<file path="config.mk">
export PLATFORM = sky130hd
export DESIGN_NAME = engine_csr_index_chunk_configure_engine
export DESIGN_NICKNAME = d
export VERILOG_FILES = /design/src/rtl/engine_csr_index_chunk_configure_engine_pkg.sv /design/src/rtl/engine_csr_index_chunk_fifo.sv /design/src/rtl/engine_csr_index_chunk_configure_engine.sv
export SDC_FILE = /design/constraint.sdc
export NUM_CORES = 2
export LEC_CHECK = 0
export ABC_AREA = 1
export CAP_MARGIN = 20
export CORE_ASPECT_RATIO = 0.7
export CORE_UTILIZATION = 35
export CTS_BUF_LIST = sky130_fd_sc_hd__clkbuf_16
export DETAILED_ROUTE_END_ITERATION = 10
export GPL_ROUTABILITY_DRIVEN = 1
export HOLD_SLACK_MARGIN = 0.02
export MAX_ROUTING_LAYER = met4
export PLACE_DENSITY = 0.53
export SYNTH_ARGS = -nofsm -noshare
export SYNTH_HDL_FRONTEND = slang
export SYNTH_HIERARCHICAL = 1
export SYNTH_SLANG_ARGS = --single-unit
</file>
<file path="constraint.sdc">
create_clock -name ap_clk -period 8.5 [get_ports ap_clk]
set_input_delay 2.125 -clock ap_clk [delete_from_list [all_inputs] [get_ports ap_clk]]
set_output_delay 2.125 -clock ap_clk [all_outputs]
set_load 0.005 [all_outputs]
</file>
<file path="src/rtl/engine_csr_index_chunk_configure_engine_pkg.sv">
// Shared types for the CSR index chunk configure engine: packet modes, FSM states, config bundle.
package engine_csr_index_chunk_configure_engine_pkg;

    localparam int PKG_INDEX_W = 32;
    localparam int PKG_META_W  = 64;

    typedef enum logic [1:0] {
        MODE_OFFSET_LEN = 2'd0,
        MODE_START_END  = 2'd1
    } csr_index_chunk_mode_e;

    typedef logic [1:0] csr_index_chunk_state_t;

    localparam csr_index_chunk_state_t S_IDLE = 2'd0;
    localparam csr_index_chunk_state_t S_CALC = 2'd1;
    localparam csr_index_chunk_state_t S_EMIT = 2'd2;

    typedef struct packed {
        logic [PKG_INDEX_W-1:0] index_start;
        logic [PKG_INDEX_W-1:0] index_end;
        logic [PKG_INDEX_W-1:0] array_size;
        logic [PKG_META_W-1:0]  meta;
        logic                   last;
    } csr_index_chunk_cfg_t;

    // A max_chunk of zero means "no splitting": the whole remainder goes out at once.
    function automatic logic [PKG_INDEX_W-1:0] chunk_of(input logic [PKG_INDEX_W-1:0] remaining,
                                                        input logic [PKG_INDEX_W-1:0] max_chunk);
        if ((max_chunk == '0) || (remaining < max_chunk)) begin
            return remaining;
        end
        return max_chunk;
    endfunction

endpackage

</file>
<file path="src/rtl/engine_csr_index_chunk_fifo.sv">
// Synchronous first-word-fall-through FIFO; head_dat is valid whenever empty is low.
// Pushes when full and pops when empty are ignored; active-low synchronous reset empties it.
module engine_csr_index_chunk_fifo #(
    parameter int WIDTH = 8,
    parameter int DEPTH = 16
) (
    input  logic             clk,
    input  logic             rst_n,
    input  logic             push,
    input  logic [WIDTH-1:0] push_dat,
    input  logic             pop,
    output logic [WIDTH-1:0] head_dat,
    output logic             full,
    output logic             empty
);

    localparam int AW = $clog2(DEPTH);

    logic [WIDTH-1:0] mem_q [DEPTH];
    logic [AW-1:0]    wr_ptr_q, wr_ptr_d;
    logic [AW-1:0]    rd_ptr_q, rd_ptr_d;
    logic [AW:0]      count_q, count_d;
    logic             push_ok;
    logic             pop_ok;

    assign full     = (count_q == (AW+1)'(DEPTH));
    assign empty    = (count_q == '0);
    assign push_ok  = push & ~full;
    assign pop_ok   = pop & ~empty;
    assign head_dat = mem_q[rd_ptr_q];

    always_comb begin
        wr_ptr_d = wr_ptr_q + AW'(push_ok);
        rd_ptr_d = rd_ptr_q + AW'(pop_ok);
        count_d  = count_q + (AW+1)'(push_ok) - (AW+1)'(pop_ok);
    end

    always_ff @(posedge clk) begin
        if (!rst_n) begin
            wr_ptr_q <= '0;
            rd_ptr_q <= '0;
            count_q  <= '0;
        end else begin
            wr_ptr_q <= wr_ptr_d;
            rd_ptr_q <= rd_ptr_d;
            count_q  <= count_d;
        end
    end

    always_ff @(posedge clk) begin
        if (push_ok) begin
            mem_q[wr_ptr_q] <= push_dat;
        end
    end

endmodule

</file>
<file path="src/rtl/engine_csr_index_chunk_configure_engine.sv">
// Filters setup packets by buffer ID and splits each range into <=MAX_CHUNK index configs (stats: ENGINE_CSR_INDEX_CHUNK_STATS_EN).
// Latency: first config valid 3 edges after the accepting edge; then one chunk per cycle.
// Backpressure: cfg_* held while cfg_ready low; in_ready drops when the input FIFO is full.
module engine_csr_index_chunk_configure_engine
    import engine_csr_index_chunk_configure_engine_pkg::*;
#(
    parameter int INDEX_W    = PKG_INDEX_W,
    parameter int META_W     = PKG_META_W,
    parameter int BUF_ID_W   = 4,
    parameter int SETUP_ID_A = 1,
    parameter int SETUP_ID_B = 2,
    parameter int FIFO_DEPTH = 16,
    parameter int MAX_CHUNK  = 256,
    parameter int STRIDE     = 1
) (
    input  logic                ap_clk,
    input  logic                ap_rst_n,
    input  logic                in_valid,
    output logic                in_ready,
    input  logic [BUF_ID_W-1:0] in_buffer,
    input  logic [1:0]          in_mode,
    input  logic [INDEX_W-1:0]  in_field0,
    input  logic [INDEX_W-1:0]  in_field1,
    input  logic [META_W-1:0]   in_meta,
    output logic                cfg_valid,
    input  logic                cfg_ready,
    output logic [INDEX_W-1:0]  cfg_index_start,
    output logic [INDEX_W-1:0]  cfg_index_end,
    output logic [INDEX_W-1:0]  cfg_array_size,
    output logic [INDEX_W-1:0]  cfg_stride,
    output logic [META_W-1:0]   cfg_meta,
    output logic                cfg_last,
    output logic [1:0]          err,
    output logic                fifo_setup_signal
`ifdef ENGINE_CSR_INDEX_CHUNK_STATS_EN
    ,
    output logic [31:0]         stat_cfg_count,
    output logic [31:0]         stat_drop_count
`endif
);

    localparam int ENTRY_W = 2 + 2*INDEX_W + META_W;

    logic                   setup_q, setup_d;
    csr_index_chunk_state_t state_q, state_d;
    logic [1:0]             mode_q, mode_d;
    logic [INDEX_W-1:0]     f0_q, f0_d;
    logic [INDEX_W-1:0]     f1_q, f1_d;
    logic [META_W-1:0]      meta_q, meta_d;
    logic [INDEX_W-1:0]     start_q, start_d;
    logic [INDEX_W-1:0]     remaining_q, remaining_d;
    csr_index_chunk_cfg_t   cfg_q, cfg_d;
    logic                   cfg_valid_q, cfg_valid_d;
    logic [1:0]             err_q, err_d;

    logic                   id_match;
    logic                   fifo_push;
    logic                   fifo_pop;
    logic                   fifo_full;
    logic                   fifo_empty;
    logic [ENTRY_W-1:0]     fifo_head;
    logic [1:0]             head_mode;
    logic [INDEX_W-1:0]     head_f0;
    logic [INDEX_W-1:0]     head_f1;
    logic [META_W-1:0]      head_meta;

    logic [INDEX_W-1:0]     calc_size;
    logic                   calc_drop;
    logic [INDEX_W-1:0]     emit_start;
    logic [INDEX_W-1:0]     emit_rem;
    logic [INDEX_W-1:0]     emit_chunk;

    assign id_match  = (in_buffer == BUF_ID_W'(SETUP_ID_A)) || (in_buffer == BUF_ID_W'(SETUP_ID_B));
    assign in_ready  = ~fifo_full & ~setup_q;
    assign fifo_push = in_valid & in_ready & id_match;
    assign {head_mode, head_f0, head_f1, head_meta} = fifo_head;

    engine_csr_index_chunk_fifo #(
        .WIDTH (ENTRY_W),
        .DEPTH (FIFO_DEPTH)
    ) u_fifo (
        .clk      (ap_clk),
        .rst_n    (ap_rst_n),
        .push     (fifo_push),
        .push_dat ({in_mode, in_field0, in_field1, in_meta}),
        .pop      (fifo_pop),
        .head_dat (fifo_head),
        .full     (fifo_full),
        .empty    (fifo_empty)
    );

    // On a handshake the next chunk is built from the post-advance start/remainder so
    // back-to-back chunks leave one per cycle.
    assign emit_start = cfg_valid_q ? (start_q + cfg_q.array_size) : start_q;
    assign emit_rem   = cfg_valid_q ? (remaining_q - cfg_q.array_size) : remaining_q;
    assign emit_chunk = chunk_of(emit_rem, INDEX_W'(MAX_CHUNK));

    always_comb begin
        setup_d     = 1'b0;
        state_d     = state_q;
        mode_d      = mode_q;
        f0_d        = f0_q;
        f1_d        = f1_q;
        meta_d      = meta_q;
        start_d     = start_q;
        remaining_d = remaining_q;
        cfg_d       = cfg_q;
        cfg_valid_d = cfg_valid_q;
        err_d       = err_q;
        fifo_pop    = 1'b0;
        calc_size   = '0;
        calc_drop   = 1'b0;

        case (state_q)
            S_IDLE: begin
                if (!fifo_empty) begin
                    fifo_pop = 1'b1;
                    mode_d   = head_mode;
                    f0_d     = head_f0;
                    f1_d     = head_f1;
                    meta_d   = head_meta;
                    state_d  = S_CALC;
                end
            end
            S_CALC: begin
                case (mode_q)
                    MODE_OFFSET_LEN: begin
                        // f0+f1 exceeds the index space exactly when f1 > (all-ones - f0)
                        if (f1_q > ~f0_q) begin
                            calc_size = ~f0_q;
                            err_d[0]  = 1'b1;
                        end else begin
                            calc_size = f1_q;
                        end
                    end
                    MODE_START_END: begin
                        calc_size = (f1_q > f0_q) ? (f1_q - f0_q) : '0;
                    end
                    default: begin
                        err_d[1]  = 1'b1;
                        calc_drop = 1'b1;
                    end
                endcase
                if (calc_size == '0) begin
                    calc_drop = 1'b1;
                end
                if (calc_drop) begin
                    state_d = S_IDLE;
                end else begin
                    start_d     = f0_q;
                    remaining_d = calc_size;
                    state_d     = S_EMIT;
                end
            end
            S_EMIT: begin
                if (cfg_valid_q && cfg_ready && cfg_q.last) begin
                    cfg_valid_d = 1'b0;
                    state_d     = S_IDLE;
                end else if (!cfg_valid_q || cfg_ready) begin
                    start_d           = emit_start;
                    remaining_d       = emit_rem;
                    cfg_d.index_start = emit_start;
                    cfg_d.index_end   = emit_start + emit_chunk;
                    cfg_d.array_size  = emit_chunk;
                    cfg_d.meta        = meta_q;
                    cfg_d.last        = (emit_rem == emit_chunk);
                    cfg_valid_d       = 1'b1;
                end
            end
            default: begin
                state_d = S_IDLE;
            end
        endcase
    end

    always_ff @(posedge ap_clk) begin
        if (!ap_rst_n) begin
            setup_q     <= 1'b1;
            state_q     <= S_IDLE;
            mode_q      <= '0;
            f0_q        <= '0;
            f1_q        <= '0;
            meta_q      <= '0;
            start_q     <= '0;
            remaining_q <= '0;
            cfg_q       <= '0;
            cfg_valid_q <= 1'b0;
            err_q       <= '0;
        end else begin
            setup_q     <= setup_d;
            state_q     <= state_d;
            mode_q      <= mode_d;
            f0_q        <= f0_d;
            f1_q        <= f1_d;
            meta_q      <= meta_d;
            start_q     <= start_d;
            remaining_q <= remaining_d;
            cfg_q       <= cfg_d;
            cfg_valid_q <= cfg_valid_d;
            err_q       <= err_d;
        end
    end

    assign cfg_valid         = cfg_valid_q;
    assign cfg_index_start   = cfg_q.index_start;
    assign cfg_index_end     = cfg_q.index_end;
    assign cfg_array_size    = cfg_q.array_size;
    assign cfg_stride        = INDEX_W'(STRIDE);
    assign cfg_meta          = cfg_q.meta;
    assign cfg_last          = cfg_q.last;
    assign err               = err_q;
    assign fifo_setup_signal = setup_q;

`ifdef ENGINE_CSR_INDEX_CHUNK_STATS_EN
    logic [31:0] stat_cfg_q, stat_cfg_d;
    logic [31:0] stat_drop_q, stat_drop_d;
    logic        filt_drop;

    // A filtered input and a CALC-stage drop can land in the same cycle.
    assign filt_drop = in_valid & in_ready & ~id_match;

    always_comb begin
        stat_cfg_d  = stat_cfg_q + 32'(cfg_valid_q & cfg_ready);
        stat_drop_d = stat_drop_q + 32'(filt_drop) + 32'(calc_drop);
    end

    always_ff @(posedge ap_clk) begin
        if (!ap_rst_n) begin
            stat_cfg_q  <= '0;
            stat_drop_q <= '0;
        end else begin
            stat_cfg_q  <= stat_cfg_d;
            stat_drop_q <= stat_drop_d;
        end
    end

    assign stat_cfg_count  = stat_cfg_q;
    assign stat_drop_count = stat_drop_q;
`endif

endmodule

</file>
==> summary by stage <==
Floorplanning
The die is 673 um wide. The number of standard-cell rows in the floorplan is 172. The I/O pin total is 336. The y dimension of the die is 472 um. The die covers 318000 um^2. The placeable core region is 314000 um^2. The initial core utilization is 35.2%.

Critical path
The cell type with the highest occurrence count on the critical path is sky130_fd_sc_hd__nand2_1. At the worst endpoint, the required time is 9.27 ns. The worst-path maximum fanout is 9.

On the worst path, the slowest cell contributes a delay of 0.46 ns. The critical path is of the reg2reg type. The worst setup path is captured at a flip-flop. At the worst endpoint, the arrival time is 7.45 ns. The worst setup path is launched from a flip-flop. The master of the slowest instance on the critical path is sky130_fd_sc_hd__a21boi_0.

Logic synthesis
The share of the yosys chip area belonging to registers is 63.3%. The register bit total from synthesis is 2454. The predominant post-synthesis flop cell is sky130_fd_sc_hd__edfxtp_1. The number of instances in the synthesized netlist is 11800. Each instance of the synthesized netlist takes up on average 9.38 um^2. For this run, the number of Yosys warnings is 6.

The share of flip-flops with an asynchronous set or reset after synthesis is 0%. Synthesis instantiated 48 different standard cells from the library. The number of enable flip-flop cells after synthesis is 2080.

The mapped netlist covers 110000 um^2.

Place
The estimated wirelength of the detail-placed design is 209000 um. The post-place setup slack is 1.90 ns. The routability-driven placement congestion ratio is 0.933. After detailed placement, the total cell area comes to 118000 um^2. Buffers placed on the I/O ports in this run total 303.

Timing
The actual slew at the worst max-slew pin is 1.17 ns. On the final layout, the worst clock skew is 0.150 ns. The final worst-path setup slack is 1.82 ns.

Timing would allow up to 0.150 GHz. The worst slew margin relative to its limit is 22.0%. Setup violations remaining at the end of the flow were counted as 0. Setup repair after global routing left no endpoint under its margin.

The smallest clock period supported by the final layout is computed as 6.68 ns. Setup total negative slack on the finished layout was measured at 0 ns. The hold violation total from the final report came to 0. The number of slew-limit violations in the final report was 0. The ratio of final minimum period to clock period is 78.6%.

Global routing
Global routing used 22.9% of the available tracks across all layers. The initial antenna violation count is 46. For this run the aggregate overflow at the end of global routing stands at 0.

The first global-routing pass estimated 526000 um of wire. The maximum number of pins on one net before global-route repair is 187. The number of global-route vias before repair is 75500.

Drt
For this block, the routed nets add up to 362000 um of wire. After detailed routing, the number of remaining DRC violations is 0. Dividing the detail-routed via count by the number of cells gives 4.95. The detailed router placed 80800 vias in this run. The detail-routed net length per standard cell is 22.2 um. The number of nets with antenna violations after routing is 0. The initial DRC count is 7473.

For this run, the detailed router's first-pass iteration total came to 5.

Clock tree
The setup fix buffers added after clock tree synthesis is 0. The post-cts gate resize count is 0. The tree is rooted in a sky130_fd_sc_hd__clkbuf_16. The TritonCTS clock tree is built. The number of buffers on the longest clock path is 4. The clock network latency to the later pin of the worst-skew pair is 0.96 ns. The clock sink total is 2454. Buffers inserted during clock tree synthesis total 248. The number of buffers inserted for hold repair after clock tree synthesis is 0.

The clock slew seen by the registers of the worst setup and hold paths is 0.06 ns. The H-tree level count is 4.

Final layout
For this run, the post-layout net count is 12200. The sequential cells in the finished layout cover a total of 70000 um^2. The area of all placed cells without fillers is 126000 um^2. The area growth from synthesis to layout is 13.7%.

The area of combinational cells with multiple inputs is 33800 um^2. The layout has 30500 filler cells. The ratio of cells with drive above 1 in the final layout is 4.73%.

Pwr
For this design the ratio of total power to cell area is 302 nW/um^2. Summed over all cells, the static leakage comes to 51.2 nW. Across the VDD grid, the largest voltage drop is 0.226 mV.

Flow run
The max capacitance violation total is 0.

Status
The run finished with clean final reports.

Min path
The min-delay analysis places its worst path in the category reg2reg.
## synth_stat cells, types with 167 or more instances
| library cell | instances | area share (%) |
|---|---|---|
| sky130_fd_sc_hd__a21oi_1 | 326 | 1.5 |
| sky130_fd_sc_hd__buf_2 | 177 | 0.80 |
| sky130_fd_sc_hd__clkbuf_1 | 321 | 1.1 |
| sky130_fd_sc_hd__dfxtp_1 | 374 | 6.8 |
| sky130_fd_sc_hd__edfxtp_1 | 2080 | 57 |
| sky130_fd_sc_hd__ha_1 | 167 | 1.9 |
| sky130_fd_sc_hd__inv_1 | 1145 | 3.9 |
| sky130_fd_sc_hd__nand2_1 | 3869 | 13 |
| sky130_fd_sc_hd__nand3_1 | 976 | 4.4 |
| sky130_fd_sc_hd__nor2_1 | 1412 | 4.8 |
| sky130_fd_sc_hd__o21ai_0 | 443 | 2.0 |
## stage by stage
step           cells  total power, W  hold WS, ns  util (%)
6_report       16300          0.0380        0.463      40.0
5_1_grt        16300          0.0400        0.479      40.0
4_1_cts        16300          0.0380        0.460      40.0
3_5_place_dp   15800          0.0273        0.448      37.5
3_3_place_gp   15800          0.0274        0.446      37.5
2_1_floorplan  11800          0.0223        0.447         -
## final cells by class
cell class              instances  share of cell area [%]
repair buffers                434                    3.51
diodes                         27                  0.0538
clock inverters               200                    1.19
flip-flops and latches       2454                    55.7
inverters                    1159                    3.51
multi-input cells            7608                    26.9
well taps                    4176                    4.16
clock buffers                 249                    4.96
## critical path: cells and delay by family (launching register included)
kind	cells	cell delay, ns
buf+inv	6	0.68
compound gates	10	2.39
fa+ha+maj	4	1.20
flops	1	0.38
simple gates	20	1.93
## cell families after synthesis
| group | share of synthesized area (%) |
|---|---|
| and+or+nand+nor | 23.3 |
| DFF | 63.3 |
| buffers and inverters | 6.43 |
| AOI/OAI and AO/OA | 4.36 |
| adders and majority gates | 1.98 |
| xor gates and xnor gates | 0.563 |
| other | 0.00680 |
| muxes | 0.00906 |
## registers in the layout, summed over array words and instances (netlist names), 4 cells and up
signal / flops
start_q: 32
cfg_meta: 64
cfg_array_size: 32
u_fifo/count_q: 5
cfg_index_end: 32
f1_q: 32
u_fifo/mem_q: 2080
meta_q: 64
u_fifo/wr_ptr_q: 4
u_fifo/rd_ptr_q: 4
f0_q: 32
remaining_q: 32
cfg_index_start: 32
## cells in the final DEF, fill, tap and decap left out, drive strengths merged, types with 11 or more instances in the layout
master / netlist / layout
nand4: 22 / 22
dfxtp: 374 / 374
diode: 0 / 27
nand3: 1010 / 1010
edfxtp: 2080 / 2080
xnor2: 23 / 23
and2: 12 / 12
ha: 167 / 167
o21ai: 448 / 448
nor2: 1417 / 1417
a31oi: 19 / 19
nand2: 3872 / 3872
conb: 2 / 54
or2: 14 / 14
a21o: 13 / 13
inv: 1156 / 1224
clkinvlp: 0 / 11
clkbuf: 321 / 249
clkinv: 3 / 102
o21a: 12 / 12
buf: 283 / 132
clkdlybuf4s50: 0 / 302
nor3: 43 / 43
o21bai: 50 / 50
xor2: 48 / 48
a21oi: 326 / 326
bufinv: 0 / 22
## layer usage
layer / track usage [%] / up-vias / wire length (um) / part of all wire, %
met1: 33.1 / 39200 / 171000 / 47
li1: - / 38600 / - / -
met4: 5.04 / 0 / 7580 / 2.1
met3: 3.34 / 428 / 24800 / 6.8
met5: - / - / 0 / 0
met2: 34.2 / 2569 / 159000 / 44
## worst paths after layout
path / end / depth (start not counted) / startpoint / slack, ns
hold reg to reg: err[1] / 2 / err[1] / 0.46
setup reg to reg: cfg_index_end[26] / 40 / cfg_array_size[0] / 1.82
hold / removal: err[1] / 2 / err[1] / 0.46
setup / recovery: cfg_index_end[26] / 40 / cfg_array_size[0] / 1.82
## power by group
part | internal (W) | switching [W] | total, W
Combinational | 0.00376 | 0.00922 | 0.0130
Sequential | 0.0137 | 0.000661 | 0.0143
Clock | 0.00594 | 0.00473 | 0.0107
Note: power is estimated with default switching activity, not from simulation.
